## src/rtl/crc_stream_engine.sv

```systemverilog
// crc_stream_engine
//   Streaming CRC engine following the Rocksoft parameter model. Beats of
//   DWIDTH bits are folded into the CRC register one whole beat per cycle,
//   MSB byte first. The frame configuration is captured on the start-of-frame
//   beat, and the result is held on a valid/ready output until it is taken.
//
// Ports
//   clk, rstN                     clock, asynchronous active-low reset
//   inValid/inReady               input beat handshake
//   inData, inSof, inLast         beat payload and frame delimiters
//   inBytes                       valid bytes on the last beat (0 = all)
//   genPoly, initValue,
//   finalXorValue, refInEn,
//   refOutEn                      CRC configuration, sampled on inSof
//   crcValid/crcReady, crcOut     result handshake
//   busy                          frame in progress or result pending
//   sofErr                        one-cycle framing error pulse
//
// State | meaning
//   IDLE | waiting for a start-of-frame beat
//   RUN  | frame open, accumulating beats
//   DONE | result presented, waiting for crcReady

module crc_stream_engine #(
  parameter int CRC_WIDTH = 16,
  parameter int DWIDTH    = 32
) (
  input  logic                         clk,
  input  logic                         rstN,
  input  logic                         inValid,
  output logic                         inReady,
  input  logic [DWIDTH-1:0]            inData,
  input  logic                         inSof,
  input  logic                         inLast,
  input  logic [$clog2(DWIDTH/8):0]    inBytes,
  input  logic [CRC_WIDTH-1:0]         genPoly,
  input  logic [CRC_WIDTH-1:0]         initValue,
  input  logic [CRC_WIDTH-1:0]         finalXorValue,
  input  logic                         refInEn,
  input  logic                         refOutEn,
  output logic                         crcValid,
  input  logic                         crcReady,
  output logic [CRC_WIDTH-1:0]         crcOut,
  output logic                         busy,
  output logic                         sofErr
);

  localparam int NB = DWIDTH / 8;
  localparam int BW = $clog2(NB) + 1;

  typedef enum logic [1:0] {IDLE, RUN, DONE} state_t;

  state_t               state, stateNext;
  logic [CRC_WIDTH-1:0] crcReg, crcNext;
  logic [CRC_WIDTH-1:0] polyReg, xorReg;
  logic                 refInReg, refOutReg;
  logic                 loadCrc, loadCfg, sofErrNext;

  // Working variables of the beat-folding network
  logic [CRC_WIDTH-1:0] usePoly;
  logic                 useRefIn;
  logic [BW-1:0]        nBytes;
  logic [7:0]           byteVal;
  logic                 fb;
  logic [CRC_WIDTH-1:0] crcRefl;

  function automatic logic [7:0] rev8(input logic [7:0] b);
    logic [7:0] r;
    r = '0;
    for (int i = 0; i < 8; i++) r[i] = b[7-i];
    return r;
  endfunction

  // Outputs decode from state alone, so inReady never depends on inValid.
  assign inReady  = (state != DONE);
  assign crcValid = (state == DONE);
  assign busy     = (state != IDLE);

  always_comb begin
    stateNext  = state;
    loadCrc    = 1'b0;
    loadCfg    = 1'b0;
    sofErrNext = 1'b0;
    case (state)
      IDLE: begin
        if (inValid) begin
          if (inSof) begin
            loadCrc   = 1'b1;
            loadCfg   = 1'b1;
            stateNext = inLast ? DONE : RUN;
          end else begin
            sofErrNext = 1'b1;
          end
        end
      end
      RUN: begin
        if (inValid) begin
          loadCrc = 1'b1;
          // A new SOF inside a frame aborts it and restarts from this beat.
          if (inSof) begin
            loadCfg    = 1'b1;
            sofErrNext = 1'b1;
          end
          stateNext = inLast ? DONE : RUN;
        end
      end
      DONE: begin
        if (crcReady) stateNext = IDLE;
      end
      default: stateNext = IDLE;
    endcase
  end

  // Whole-beat CRC update. On a start beat the live configuration is used,
  // since the captured copy only becomes valid on the following cycle.
  always_comb begin
    usePoly  = loadCfg ? genPoly : polyReg;
    useRefIn = loadCfg ? refInEn : refInReg;
    crcNext  = loadCfg ? initValue : crcReg;
    if (inLast && (inBytes != '0) && (inBytes < BW'(NB))) nBytes = inBytes;
    else                                                  nBytes = BW'(NB);
    byteVal = '0;
    fb      = 1'b0;
    for (int i = 0; i < NB; i++) begin
      if (i < int'(nBytes)) begin
        byteVal = inData[DWIDTH-1-8*i -: 8];
        if (useRefIn) byteVal = rev8(byteVal);
        for (int k = 7; k >= 0; k--) begin
          fb      = crcNext[CRC_WIDTH-1] ^ byteVal[k];
          crcNext = {crcNext[CRC_WIDTH-2:0], 1'b0};
          if (fb) crcNext = crcNext ^ usePoly;
        end
      end
    end
  end

  always_comb begin
    crcRefl = '0;
    for (int i = 0; i < CRC_WIDTH; i++) crcRefl[i] = crcReg[CRC_WIDTH-1-i];
    crcOut = (refOutReg ? crcRefl : crcReg) ^ xorReg;
  end

  always_ff @(posedge clk or negedge rstN) begin
    if (!rstN) begin
      state     <= IDLE;
      crcReg    <= '0;
      polyReg   <= '0;
      xorReg    <= '0;
      refInReg  <= 1'b0;
      refOutReg <= 1'b0;
      sofErr    <= 1'b0;
    end else begin
      state  <= stateNext;
      sofErr <= sofErrNext;
      if (loadCrc) crcReg <= crcNext;
      if (loadCfg) begin
        polyReg   <= genPoly;
        xorReg    <= finalXorValue;
        refInReg  <= refInEn;
        refOutReg <= refOutEn;
      end
    end
  end

endmodule
```

## config.mk

```make
export PLATFORM = sky130hd
export DESIGN_NAME = crc_stream_engine
export DESIGN_NICKNAME = d
export VERILOG_FILES = /design/src/rtl/crc_stream_engine.sv
export SDC_FILE = /design/constraint.sdc
export NUM_CORES = 1
export LEC_CHECK = 0
export ABC_AREA = 1
export BUFFER_PORTS_ARGS = -buffer_cell sky130_fd_sc_hd__buf_2
export CELL_PAD_IN_SITES_DETAIL_PLACEMENT = 1
export CELL_PAD_IN_SITES_GLOBAL_PLACEMENT = 2
export CORE_ASPECT_RATIO = 0.75
export CORE_MARGIN = 2
export CORE_UTILIZATION = 36
export CTS_CLUSTER_DIAMETER = 50
export DETAILED_ROUTE_END_ITERATION = 12
export PLACE_DENSITY = 0.95
export SLEW_MARGIN = 10
export SYNTH_ARGS = -nofsm -noshare
export SYNTH_HDL_FRONTEND = slang
export SYNTH_SLANG_ARGS = --single-unit
```

## constraint.sdc

```tcl
create_clock -name clk -period 19.8 [get_ports clk]
set_input_delay 2.97 -clock clk [delete_from_list [all_inputs] [get_ports clk]]
set_output_delay 2.97 -clock clk [all_outputs]
set_load 0.05 [all_outputs]
```

==> impl_metrics.toml <==
[global_route]
antenna_found_initial = 2
grt_pass1_vias = 16848
grt-ovfl-total = 0
grt_usage_pct = 28.4
grt_max_degree = 54
grt_pass1_wl_um = 96900

[finish]
drive_gt1_share_pct = 16.3
finalNonFillerCells = 3200
area_growth_syn_to_layout_pct = 3.75
fin_nets = 2729
final_area_mm2 = 0.0156

[synthesis]
synth_area_mm2 = 0.0150
synth_top_family_by_area = "simple AND/OR/NAND/NOR gates"
async_reset_ff_share_pct = 100
synth_edf_count = 0
synth-xor-area-share_pct = 14.9
synthMuxAreaShare_pct = 0.599
synthAdderAreaFrac_pct = 0
yosys.area.top_type = "nand2_1"
yosys.area_share.simple_pct = 56.0
ys_seq_elements = 53
netlist.area_leader.share_pct = 25.3
ys_seq_area_share_pct = 8.82
synth_nets = 2729
synth.most_common_cell = "nand2_1"
synth_cells = 2638
synth_ff_type = "dfrtp_1"
yosysWarnings = 0
synth_area_leaders = "nand2_1, nand3_1, dfrtp_1"
synthTopCellsByCount = "nand2_1, nand3_1, inv_1"
syn_area_per_cell_um2 = 5.70
synth_compound_area_share_pct = 5.39
synth_cell_types = 52

[worst_hold_path]
hold-path-cell-count = 2
hold_path.class = "register to register"

[job]
cap_violations = 0

[routing]
wl_um = 63500
drt_iter0_drc = 1348
ant_nets = 0
drc = 0
vias = 17278
dr.pass1.iters = 5
wl_per_cell_um = 19.8
vias_per_cell = 5.40

[setup_path]
max_stage_delay_ps = 360
cp-start-kind = "input port"
endpoint_kind = "register"
cp.arrival_ps = 18670
reg2regPathDepth = 96
worst-path-max-fanout = 40
crit_required_ps = 19990
cp_slowest_cell = "nand2_2"
crit_type = "input port to register"
crit_top_cell = "nand2_4"

[timing]
finalClockSkew_ps = 7.23
finalCriticalPeriod_ps = 18480
slew_viol_final = 0
hold_viol_final = 0
max_freq_ghz = 0.0541
rsz0062_at_grt = "no"
period_share_pct = 93.3
setup_viol = 0
worstMarginPinSlew_ps = 1100
max_slew_margin_pct = 26.5
finalSetupTns_ps = 0

[floorplan]
rows = 64
die_w_um = 240
die_area_mm2 = 0.0434
die_y_um = 181
core_mm2 = 0.0410
ioPinCount = 111
initial_core_util_pct = 36.7

[place]
numPlacedInstances = 3191
hpwl_um = 46900
io_buffers = 110
finalWeightedCongestion = 0.956
dpl_cell_area_mm2 = 0.0154

[cts]
cts_root_buf = "clkbuf_16"
cts_tree = "done"
cts_setup_buffers = 0
numCtsBuffers = 5
clk_latency_ps = 310
clockBufferDepth = 2
cts_max_level = 2
cts_sinks = 53
clk_pin_slew_ps = 70

[outcome]
status = "finished, final reports clean"
[final timing paths]
path                                  startpoint                      to  slack [ps]
setup / recovery                         inValid   crcReg[4]$_DFFE_PN0P_        1320
hold / removal             crcReg[6]$_DFFE_PN0P_   crcReg[6]$_DFFE_PN0P_         480
setup reg to reg            state[1]$_DFFE_PN0P_   crcReg[4]$_DFFE_PN0P_        3630
hold reg to reg            crcReg[6]$_DFFE_PN0P_   crcReg[6]$_DFFE_PN0P_         480
max in group asynchronous                   rstN   crcReg[1]$_DFFE_PN0P_       16480
min in group asynchronous                   rstN  xorReg[10]$_DFFE_PN0N_        2810
[cell usage in the layout, fill, tap and decap left out, types with 8 or more instances in the layout]
cell | netlist | layout
nand2_4 | 41 | 42
or2_2 | 24 | 24
xnor2_1 | 138 | 138
nand2_2 | 101 | 100
nor2_1 | 108 | 108
buf_4 | 3 | 27
nand3_1 | 349 | 349
a21oi_1 | 14 | 13
nand2_1 | 1014 | 1013
xor2_1 | 114 | 114
inv_2 | 22 | 22
o21ai_0 | 99 | 94
nand3_4 | 12 | 12
nand4_1 | 21 | 21
nand3_2 | 37 | 37
o21bai_1 | 8 | 8
mux2i_1 | 9 | 9
nor2_2 | 22 | 22
o21ai_1 | 11 | 12
inv_1 | 229 | 229
dfrtp_1 | 53 | 53
nand2_8 | 8 | 9
nand3b_1 | 17 | 17
clkinv_1 | 10 | 10
buf_2 | 12 | 110
[cells by family (layout without fill, tap and decap cells)]
family,after synthesis,count (layout)
muxes,9,9
xor gates and xnor gates,254,254
and+or+nand+nor,1764,1764
other,0,1
DFF,53,53
buffers and inverters,409,408
AOI/OAI and AO/OA,149,150
[timing repair]
item / CTS / global route
endpoints found under the setup margin: 0 / 16
resized for setup: 0 / 4
hold endpoints to repair: 0 / 0
hold buffers: 0 / 0
[critical path: cells and delay by family]
family	cells	cell delay, ps
simple gates	91	14850
buf+inv	5	650
[state kept, by name, summed over array words and instances, names as in the netlist]
register,flops
refOutReg,1
xorReg,16
crcReg,16
sofErr,1
polyReg,16
state,2
refInReg,1
[cell type report]
cell class	instances	area, um^2
sequential	53	1330
tap	561	702
clock inverter	1	8.76
antenna	1	2.50
fill	5794	25400
inverter	263	1010
clock buffer	6	129
multi-input combinational	2177	11700
timing repair buffer	138	764
[stage by stage]
stage / worst slack, ps / util, % / hold WS (ps)
3_3_place_gp: 1610 / 37.6 / 465
3_5_place_dp: 522 / 37.6 / 466
4_1_cts: 815 / 38.0 / 484
2_1_floorplan: 7860 / - / 449
6_report: 1320 / 38.0 / 483
5_1_grt: 16.0 / 38.0 / 506
[layer usage]
| layer | GRT usage [%] | part of all wire [%] | vias to the layer above |
|---|---|---|---|
| met3 | 2.66 | 6.3 | 94 |
| met2 | 44.8 | 44 | 490 |
| met4 | 6.09 | 2.1 | 2 |
| met5 | 0 | 0.024 | - |
| li1 | - | - | 8186 |
| met1 | 41.7 | 47 | 8506 |
Power is left out: the tool's default activity adds up to more than one toggle a clock period on the data nets, which glitch-free logic cannot reach.
